### config.mk
export PLATFORM = sky130hd
export DESIGN_NAME = pam4_mapper_ref_track
export DESIGN_NICKNAME = d
export VERILOG_FILES = /design/src/rtl/pam4_mapper_ref_track.sv
export SDC_FILE = /design/constraint.sdc
export NUM_CORES = 1
export LEC_CHECK = 0
export BUFFER_PORTS_ARGS = -buffer_cell sky130_fd_sc_hd__buf_2
export CAP_MARGIN = 20
export CORE_MARGIN = 10
export CORE_UTILIZATION = 47
export CTS_BUF_LIST = sky130_fd_sc_hd__clkbuf_8
export DETAILED_ROUTE_END_ITERATION = 16
export GPL_ROUTABILITY_DRIVEN = 0
export PLACE_DENSITY = 0.67
export SKIP_CTS_REPAIR_TIMING = 1
export SLEW_MARGIN = 10
export SYNTH_ARGS = -nofsm -noshare
export SYNTH_HDL_FRONTEND = slang
export SYNTH_SLANG_ARGS = --single-unit
### constraint.sdc
create_clock -name clk -period 7.1 [get_ports clk]
set_input_delay 0.355 -clock clk [delete_from_list [all_inputs] [get_ports clk]]
set_output_delay 0.355 -clock clk [all_outputs]
set_load 0.1 [all_outputs]
### src/rtl/pam4_mapper_ref_track.sv
// -----------------------------------------------------------------------------
// pam4_mapper_ref_track
//
// Registered 4-PAM mapper and slicer sharing one tracked reference level.
//
//   * Mapper : Gray symbol -> signed level. In mode 0 the levels are fixed
//              full-scale values; in mode 1 they are scaled from the tracked
//              reference r (inner = r/2, outer = 3r/2 saturated).
//   * Slicer : rx_sample -> Gray decision using thresholds 0 and +/-r, plus the
//              saturated decision error rx_sample - level(decision).
//   * Tracker: r is re-estimated every 2^ACC_LOG2 strobes as the mean of
//              |rx_sample| over the window (r = 2d where 3d is the outer level).
//
// Ports
//   clk        in   system clock
//   reset      in   asynchronous, active-high reset
//   sym_en     in   symbol strobe; all inputs are sampled only when high
//   mode       in   0 = fixed full-scale levels, 1 = reference-scaled levels
//   sym_in     in   [1:0] Gray symbol to map
//   rx_sample  in   [WIDTH-1:0] signed received sample
//   map_out    out  [WIDTH-1:0] signed mapped level of sym_in
//   slice_out  out  [1:0] Gray decision for rx_sample
//   err_out    out  [WIDTH-1:0] signed, saturated decision error
//   out_valid  out  one-cycle pulse one clock after each strobe
//   ref_lvl    out  [WIDTH-1:0] tracked reference (non-negative)
//   ref_valid  out  high once the first averaging window has completed
// -----------------------------------------------------------------------------
module pam4_mapper_ref_track #(
    parameter int WIDTH    = 18,
    parameter int ACC_LOG2 = 10,
    parameter int REF_INIT = 87381
) (
    input  logic                    clk,
    input  logic                    reset,
    input  logic                    sym_en,
    input  logic                    mode,
    input  logic [1:0]              sym_in,
    input  logic signed [WIDTH-1:0] rx_sample,
    output logic signed [WIDTH-1:0] map_out,
    output logic [1:0]              slice_out,
    output logic signed [WIDTH-1:0] err_out,
    output logic                    out_valid,
    output logic signed [WIDTH-1:0] ref_lvl,
    output logic                    ref_valid
);

    localparam int ACC_W = WIDTH + ACC_LOG2;

    // Full-scale extremes of the signed WIDTH-bit range.
    localparam logic signed [WIDTH-1:0] LVL_MAX = {1'b0, {(WIDTH-1){1'b1}}};
    localparam logic signed [WIDTH-1:0] LVL_MIN = {1'b1, {(WIDTH-1){1'b0}}};
    // Same extremes sign-extended by one bit for saturation compares.
    localparam logic signed [WIDTH:0]   LVL_MAX_X = {2'b00, {(WIDTH-1){1'b1}}};
    localparam logic signed [WIDTH:0]   LVL_MIN_X = {2'b11, {(WIDTH-1){1'b0}}};

    // round(2^(WIDTH-1)/3): 2^k is never a multiple of 3, so adding 1 before
    // the truncating divide rounds to nearest in both residue cases.
    localparam int INNER_INT = ((2 ** (WIDTH - 1)) + 1) / 3;
    localparam logic signed [WIDTH-1:0] LVL_INNER0 = WIDTH'(INNER_INT);
    localparam logic signed [WIDTH-1:0] REF_INIT_V = WIDTH'(REF_INIT);

    typedef enum logic [0:0] {
        ST_ACQUIRE = 1'b0,
        ST_TRACK   = 1'b1
    } state_t;

    // -------------------------------------------------------------------------
    // Helper functions
    // -------------------------------------------------------------------------

    // Saturate a WIDTH+1-bit signed value into the WIDTH-bit signed range.
    function automatic logic signed [WIDTH-1:0] sat_fn(input logic signed [WIDTH:0] v);
        logic signed [WIDTH-1:0] res;
        if (v > LVL_MAX_X) begin
            res = LVL_MAX;
        end else if (v < LVL_MIN_X) begin
            res = LVL_MIN;
        end else begin
            res = v[WIDTH-1:0];
        end
        return res;
    endfunction

    // Magnitude as WIDTH-bit unsigned; the most negative input maps exactly
    // to 2^(WIDTH-1) because the result is read back unsigned.
    function automatic logic [WIDTH-1:0] abs_fn(input logic signed [WIDTH-1:0] v);
        logic [WIDTH-1:0] res;
        if (v[WIDTH-1] == 1'b1) begin
            res = ~v + WIDTH'(1);
        end else begin
            res = v;
        end
        return res;
    endfunction

    // Level for a Gray symbol in the selected mode; r is always non-negative.
    function automatic logic signed [WIDTH-1:0] gray_level(
        input logic [1:0]              sym,
        input logic                    md,
        input logic signed [WIDTH-1:0] r
    );
        logic signed [WIDTH-1:0] inner;
        logic signed [WIDTH-1:0] outer;
        logic signed [WIDTH:0]   r_x;
        logic signed [WIDTH:0]   inner_x;
        logic signed [WIDTH:0]   outer_x;
        logic signed [WIDTH-1:0] lvl;
        inner   = r >>> 1;
        r_x     = {r[WIDTH-1], r};
        inner_x = {inner[WIDTH-1], inner};
        outer_x = r_x + inner_x;
        if (outer_x > LVL_MAX_X) begin
            outer = LVL_MAX;
        end else begin
            outer = outer_x[WIDTH-1:0];
        end
        if (md == 1'b0) begin
            case (sym)
                2'b00:   lvl = LVL_MIN;
                2'b01:   lvl = -LVL_INNER0;
                2'b11:   lvl = LVL_INNER0;
                2'b10:   lvl = LVL_MAX;
                default: lvl = LVL_MIN;
            endcase
        end else begin
            case (sym)
                2'b00:   lvl = -outer;
                2'b01:   lvl = -inner;
                2'b11:   lvl = inner;
                2'b10:   lvl = outer;
                default: lvl = -outer;
            endcase
        end
        return lvl;
    endfunction

    // Threshold slicer: >= r -> 10, [0,r) -> 11, [-r,0) -> 01, below -> 00.
    // Compares are done one bit wider so -r never overflows.
    function automatic logic [1:0] slice_fn(
        input logic signed [WIDTH-1:0] rx,
        input logic signed [WIDTH-1:0] r
    );
        logic signed [WIDTH:0] rx_x;
        logic signed [WIDTH:0] r_x;
        logic signed [WIDTH:0] nr_x;
        logic [1:0]            dec;
        rx_x = {rx[WIDTH-1], rx};
        r_x  = {r[WIDTH-1], r};
        nr_x = -r_x;
        if (rx_x >= r_x) begin
            dec = 2'b10;
        end else if (rx[WIDTH-1] == 1'b0) begin
            dec = 2'b11;
        end else if (rx_x >= nr_x) begin
            dec = 2'b01;
        end else begin
            dec = 2'b00;
        end
        return dec;
    endfunction

    // -------------------------------------------------------------------------
    // State
    // -------------------------------------------------------------------------
    state_t                  state_q,   state_d;
    logic [ACC_W-1:0]        acc_q,     acc_d;
    logic [ACC_LOG2-1:0]     cnt_q,     cnt_d;
    logic signed [WIDTH-1:0] ref_q,     ref_d;
    logic signed [WIDTH-1:0] map_q,     map_d;
    logic [1:0]              slice_q,   slice_d;
    logic signed [WIDTH-1:0] err_q,     err_d;
    logic                    valid_q,   valid_d;

    logic signed [WIDTH-1:0] level_s;
    logic [1:0]              slice_s;
    logic signed [WIDTH-1:0] slice_lvl_s;
    logic signed [WIDTH:0]   rx_x_s;
    logic signed [WIDTH:0]   lvl_x_s;
    logic signed [WIDTH:0]   diff_s;
    logic signed [WIDTH-1:0] err_s;
    logic [WIDTH-1:0]        abs_s;
    logic [ACC_W-1:0]        acc_sum_s;
    logic                    win_close_s;
    logic signed [WIDTH-1:0] new_ref_s;
    logic                    ref_valid_s;

    // Mapper, slicer and decision-error datapath, all against the current reference.
    always_comb begin
        level_s     = gray_level(sym_in, mode, ref_q);
        slice_s     = slice_fn(rx_sample, ref_q);
        slice_lvl_s = gray_level(slice_s, mode, ref_q);
        rx_x_s      = {rx_sample[WIDTH-1], rx_sample};
        lvl_x_s     = {slice_lvl_s[WIDTH-1], slice_lvl_s};
        diff_s      = rx_x_s - lvl_x_s;
        err_s       = sat_fn(diff_s);
    end

    // Window accumulation and the reference estimate produced at window close.
    always_comb begin
        abs_s       = abs_fn(rx_sample);
        acc_sum_s   = acc_q + {{ACC_LOG2{1'b0}}, abs_s};
        win_close_s = sym_en && (cnt_q == {ACC_LOG2{1'b1}});
        // The mean can only reach 2^(WIDTH-1) when every sample was full-scale
        // negative; that single out-of-range value sets the top sum bit.
        if (acc_sum_s[ACC_W-1] == 1'b1) begin
            new_ref_s = LVL_MAX;
        end else begin
            new_ref_s = acc_sum_s[ACC_W-1:ACC_LOG2];
        end
    end

    // Next-state for tracker and output registers; everything holds without a strobe.
    always_comb begin
        acc_d   = acc_q;
        cnt_d   = cnt_q;
        ref_d   = ref_q;
        map_d   = map_q;
        slice_d = slice_q;
        err_d   = err_q;
        valid_d = 1'b0;
        if (sym_en) begin
            map_d   = level_s;
            slice_d = slice_s;
            err_d   = err_s;
            valid_d = 1'b1;
            cnt_d   = cnt_q + ACC_LOG2'(1);
            if (win_close_s) begin
                acc_d = {ACC_W{1'b0}};
                ref_d = new_ref_s;
            end else begin
                acc_d = acc_sum_s;
                ref_d = ref_q;
            end
        end else begin
            valid_d = 1'b0;
        end
    end

    // Datapath and tracker registers.
    always_ff @(posedge clk or posedge reset) begin
        if (reset) begin
            acc_q   <= {ACC_W{1'b0}};
            cnt_q   <= {ACC_LOG2{1'b0}};
            ref_q   <= REF_INIT_V;
            map_q   <= {WIDTH{1'b0}};
            slice_q <= 2'b00;
            err_q   <= {WIDTH{1'b0}};
            valid_q <= 1'b0;
        end else begin
            acc_q   <= acc_d;
            cnt_q   <= cnt_d;
            ref_q   <= ref_d;
            map_q   <= map_d;
            slice_q <= slice_d;
            err_q   <= err_d;
            valid_q <= valid_d;
        end
    end

    // -------------------------------------------------------------------------
    // Tracking FSM: ACQUIRE until the first window closes, then TRACK forever.
    // -------------------------------------------------------------------------

    // FSM state register.
    always_ff @(posedge clk or posedge reset) begin
        if (reset) begin
            state_q <= ST_ACQUIRE;
        end else begin
            state_q <= state_d;
        end
    end

    // FSM next-state logic.
    always_comb begin
        state_d = state_q;
        case (state_q)
            ST_ACQUIRE: begin
                if (win_close_s) begin
                    state_d = ST_TRACK;
                end else begin
                    state_d = ST_ACQUIRE;
                end
            end
            ST_TRACK: state_d = ST_TRACK;
            default:  state_d = ST_ACQUIRE;
        endcase
    end

    // FSM output decode; a direct decode of the state flop keeps it glitch-free.
    always_comb begin
        ref_valid_s = 1'b0;
        case (state_q)
            ST_ACQUIRE: ref_valid_s = 1'b0;
            ST_TRACK:   ref_valid_s = 1'b1;
            default:    ref_valid_s = 1'b0;
        endcase
    end

    assign map_out   = map_q;
    assign slice_out = slice_q;
    assign err_out   = err_q;
    assign out_valid = valid_q;
    assign ref_lvl   = ref_q;
    assign ref_valid = ref_valid_s;

endmodule

---- After elaboration in Yosys (flattened, before gate mapping) ----
Cells that the tools add are included.
word-level totals
  register bits ........................... 95
  bits in latches ......................... 0
  RAM bits ................................ 0
  ROM bits ................................ 0
  input bits .............................. 24
  output and inout port bits .............. 58
  logic and storage cells ................. 53
  memories ................................ 0
cells by class
  add/sub/neg operators ................... 8
  $mul .................................... 0
  div/mod/pow operators ................... 0
  $lt $le $gt $ge ......................... 5
  eq/ne operators ......................... 7
  shifts and indexed selects .............. 0
  multiplexer cells ....................... 19
  bitwise operators ....................... 2
  reductions and logical operators ........ 4
operators with widths
  kind                     number
  $pmux W18 S4             4
  $mux W18                 6
  $gt A19 B18 Y1 const B   2
  $add A28 B18 Y28         1
  $mux W28                 1
  $ge A18 B19 Y1           1
  $lt A19 B18 Y1 const B   1
  $neg A17 Y19             1
  $sub A18 B18 Y19         1
  $add A17 B16 Y18         1
  $add A18 B2 Y18 const B  1
  $ge A18 B18 Y1           1
  $neg A16 Y18             1
  $neg A18 Y18             1
  $not A18 Y18             1
  $mux W17                 1
  $add A10 B1 Y10 const B  1
  $eq A10 B10 Y1 const B   1
  $eq A2 B2 Y1 const B     4
  $eq A2 B1 Y1 const B     2
  $logic_not A2 Y1         2
  $mux W2                  2
  $pmux W1 S2              2
  $mux W1                  3
  other kinds (3)          3

---- Depth between registers and ports, before layout ----
  depth in word-level cells ............... 12
  depth in mapped cells ................... 35
  depth with buffers taken out ............ 33

---- Least setup slack after synthesis ----
OpenSTA, ideal clock, no wires.
  path type ............................... register to register
  start point ............................. register ref_q[1], in the netlist ref_lvl[1]
  end point ............................... register err_q[14], in the netlist err_out[14]
  arrival time ............................ 7410 ps
  path slack .............................. -445 ps
  stages on the path, launching flop included .. 33
  path buffers ............................ 3
  cell sequence ........................... dfrtp_1 -> inv_1 -> ha_1 -> clkbuf_1 -> and3_1 -> and2_1 -> and3_1 -> nand3_1 -> xnor2_1 -> ha_1 -> nand4_1 -> or3_1 -> a2111oi_0 -> nor2_1 -> xnor2_1 -> a211oi_1 -> ha_1 -> clkbuf_1 -> clkbuf_1 -> o21ai_0 -> nand2_1 -> nand2_1 -> o21ai_0 -> ha_1 -> inv_1 -> fa_1 -> a211oi_1 -> o21ai_0 -> a311o_1 -> a21oi_1 -> a221oi_1 -> o21ai_1 -> o2bb2ai_1
on the way
  longest elaborated chain between the ends .. 12
  elaborated cells between the ends (all ways) .. 23
  classes of those cells .................. add/sub (5); order compare (5); eq/ne (3); mux (9); reduce/logical (1)
ends and longest elaborated chain
  item                                        RTL line  RTL
  start: declaration                          168       logic signed [WIDTH-1:0] ref_q, ref_d;
  start signal: assignment                    252       ref_q <= ref_d;
  $neg A17 Y19                                149       nr_x = -r_x;
  $ge A18 B19 Y1                              154       end else if (rx_x >= nr_x) begin
  $mux W1                                     154
  $mux W2                                     152       end else if (rx[WIDTH-1] == 1'b0) begin
  $mux W2 *                                   150       if (rx_x >= r_x) begin
  named net slice_s[0]                        175       logic [1:0] slice_s;
  $eq A2 B2 Y1, or another cell as far along  118, 126
  $pmux W18 S4 (on tied branches)             118, 126
  $mux W18 *                                  117       if (md == 1'b0) begin
  $sub A18 B18 Y19 *                          194       diff_s = rx_x_s - lvl_x_s;
  $lt A19 B18 Y1                              76        end else if (v < LVL_MIN_X) begin
  $mux W18                                    76
  $mux W18 *                                  74        if (v > LVL_MAX_X) begin
  end signal: assignment                      247       err_q <= {WIDTH{1'b0}};
  end signal: assignment                      255       err_q <= err_d;
  end: declaration                            171       logic signed [WIDTH-1:0] err_q, err_d;
The timed path passes the listed nets; every way through them passes the cells marked *.
A chain may end at the register's enable or synchronous reset.

---- Worst setup path in the final report ----
  start point ............................. register ref_q[2], in the netlist ref_lvl[2]
  end point ............................... register err_q[6], in the netlist err_out[6]
The elaborated chain is that of the path after synthesis.

==> results.cfg <==
[detailed_routing]
wire_per_inst_um = 21.5
dr.first_iter.drc_count = 1266
drt_first_pass_iters = 7
vias = 10500
remaining_drc_errors = 0
ant_nets = 0
detail_route.wirelength_um = 35000
viasPerCell = 6.43

[die]
design.die.area_um2 = 28200
die_width_um = 168
floorplan.initialDensity = 0.474
coreArea_um2 = 21700
top_level_ports = 82
die_h_um = 168
core_rows = 54

[setup_path]
timing.critical_path.mode_cell = sky130_fd_sc_hd__ha_1
critical_path_required_ps = 7420
startpoint = ref_lvl[2]$_DFFE_PP1P_
crit_fanout = 11
worst-r2r-setup-slack_ps = 270
r2r-start = ref_lvl[2]$_DFFE_PP1P_
crit_slowest_cell = sky130_fd_sc_hd__dfstp_4
cp.arrival_ps = 7150
timing.critical_path.to_type = register
critical_path_max_stage_delay_ps = 670
critPathLaunchType = register
setup.worst_path.class = register to register

[pwr]
power.total_mw = 2.64
p_per_area_nw_per_um2 = 230
ir_drop_mv = 0.309
power.leakage_nw = 4.92

[global_routing]
grt_max_degree = 69
overflow = 0
grt_pass1_wl_um = 55000
grt_usage = 0.238
number_of_antenna_violations_at_the_first_check_in_global_routing = 0
grt_pass1_vias = 9897

[timing]
finalWorstPathRequiredPeriod_ps = 6830
final_critical_path_setup_slack_ps = 271
timing.final.max_slew_violations = 0
final.setup.tns_ps = 0
max_freq_mhz = 146
finalHoldWorstSlack_ps = 443
hold_viol = 0
worst_pin_slew_ps = 962
min_period_over_period = 0.962
finalClockSkew_ps = 17.8
final-setup-viol-count = 0
timing.max_slew.rel_slack = 0.357

[clocking]
clkSlewWorstSetupHoldPaths_ps = 110
tritoncts_sinks = 95
clock_latency_on_the_worst_skew_pair_ps = 400
cts_buffer_depth = 2
tritoncts = done
h-tree-depth = 3
cts_root_buffer = sky130_fd_sc_hd__clkbuf_8
numCtsBuffers = 9

[synthesis]
postSynthCellCount = 1273
yosys_warnings = 0
syn-num-nets = 1415
ys_top_cells_by_count = 138 x sky130_fd_sc_hd__a21oi_1, 115 x sky130_fd_sc_hd__ha_1, 89 x sky130_fd_sc_hd__nor2_1, 86 x sky130_fd_sc_hd__dfrtp_1, 83 x sky130_fd_sc_hd__nand2_1
avgSynthCellArea_um2 = 8.08
synth.lib_cells_used.distinct = 86
ys_seq_area_frac = 0.232
synth_enable_flop_cells = 0
netlist_top_cells_area = sky130_fd_sc_hd__dfrtp_1 21%, sky130_fd_sc_hd__ha_1 14%, sky130_fd_sc_hd__a21oi_1 6.7%
synth_async_sr_flop_share = 1.00
post_synth_instance_area_um2 = 10300
synthDominantCellAreaShare = 0.209
post-synth-top-area-cell = sky130_fd_sc_hd__dfrtp_1
yosys_most_used_dff = sky130_fd_sc_hd__dfrtp_1
synth_seq_cells = 95
post-synth-top-count-cell = sky130_fd_sc_hd__a21oi_1

[hold_path]
min_from = rx_sample[0]
holdCritPathClass = input port to register

[layout]
synth_to_final_area_change_pct = 11.5
nets = 1485
layout-drive-gt1-share = 0.157
antennaDiodeCount = 0
final_design_area_no_fill_um2 = 11500
fin_cells = 1628
layout.core_utilization = 0.529

[placement]
io_buffer_count = 80
placedCellCount = 1603
post-dp-hpwl_um = 26600
placedInstanceArea_um2 = 11100
preCtsSetupSlack_ps = 29.0

[status]
run_status = completed

[job]
drv_cap = 0
==> state kept, by name, summed over array words and instances (netlist names) <==
register	count
acc_q	28
err_out	18
map_out	18
ref_lvl	17
cnt_q	10
slice_out	2
out_valid	1
state_q	1
==> placed cells by master, fill, tap and decap left out, drive strengths merged, types with 11 or more instances in the layout <==
| master | netlist | final |
|---|---|---|
| nand2 | 84 | 84 |
| ha | 115 | 115 |
| nor3 | 23 | 23 |
| a211o | 11 | 11 |
| or3 | 13 | 13 |
| nor2b | 16 | 16 |
| nand2b | 15 | 15 |
| a31oi | 28 | 28 |
| a21oi | 138 | 138 |
| and3 | 17 | 17 |
| inv | 55 | 60 |
| nand3 | 42 | 42 |
| xnor2 | 60 | 60 |
| o2bb2ai | 31 | 31 |
| a211oi | 20 | 20 |
| nor2 | 89 | 89 |
| o21ai | 69 | 69 |
| dfrtp | 86 | 86 |
| a21o | 24 | 24 |
| xor2 | 30 | 30 |
| o21a | 15 | 15 |
| buf | 6 | 126 |
| nand4 | 19 | 19 |
==> final timing paths <==
kind                            depth (start not counted)                     end
worst max register to register                         30  err_out[6]$_DFFE_PP0P_
worst min-delay path                                    4    acc_q[0]$_DFFE_PP0P_
worst max-delay path                                   30  err_out[6]$_DFFE_PP0P_
min in group asynchronous                               3    acc_q[6]$_DFFE_PP0P_
worst min register to register                          1       state_q$_DFF_PP0_
max in group asynchronous                               4  map_out[2]$_DFFE_PP0P_
==> worst max-delay path: cells and delay by family, from the launching register on <==
| kind | cells | cell delay [ps] |
|---|---|---|
| flops | 1 | 670 |
| simple gates | 9 | 1730 |
| fa+ha+maj | 4 | 1000 |
| compound gates | 11 | 2380 |
| xor+xnor | 1 | 160 |
| buf+inv | 5 | 800 |
==> power by group <==
group	internal, mW	switching, mW	leakage (nW)
clock	0.140	0.246	0.0974
combinational	0.474	1.01	3.69
sequential	0.672	0.0969	1.13
==> cells by family after synthesis <==
| kind of cell | Yosys count | synth area share |
|---|---|---|
| XOR/XNOR | 90 | 0.0766 |
| AND/OR/NAND/NOR | 372 | 0.183 |
| buffers and inverters | 125 | 0.0465 |
| flip-flops | 95 | 0.232 |
| multiplexers | 14 | 0.0144 |
| other | 1 | 0.000365 |
| adder cells (fa/ha/maj) | 118 | 0.146 |
| AO/OA/AOI/OAI | 458 | 0.301 |
==> final cells by class <==
cell class                      instances  area, µm²
Clock buffer                            9        124
Fill cell                            2059      10200
Clock inverter                          7       72.6
Tap cell                              280        350
Timing Repair Buffer                  128        776
Inverter                               56        215
Multi-Input combinational cell       1053       7530
Sequential cell                        95       2400
==> metal layers <==
layer	track usage	part of all wire	up-vias	wire length [µm]
li1	-	-	4899	-
met3	0.0503	0.091	134	3170
met1	0.317	0.42	4907	14700
met2	0.363	0.44	534	15300
met4	0.103	0.050	0	1760
met5	0	0	-	0
No activity file was read; power rests on OpenSTA's default activity.
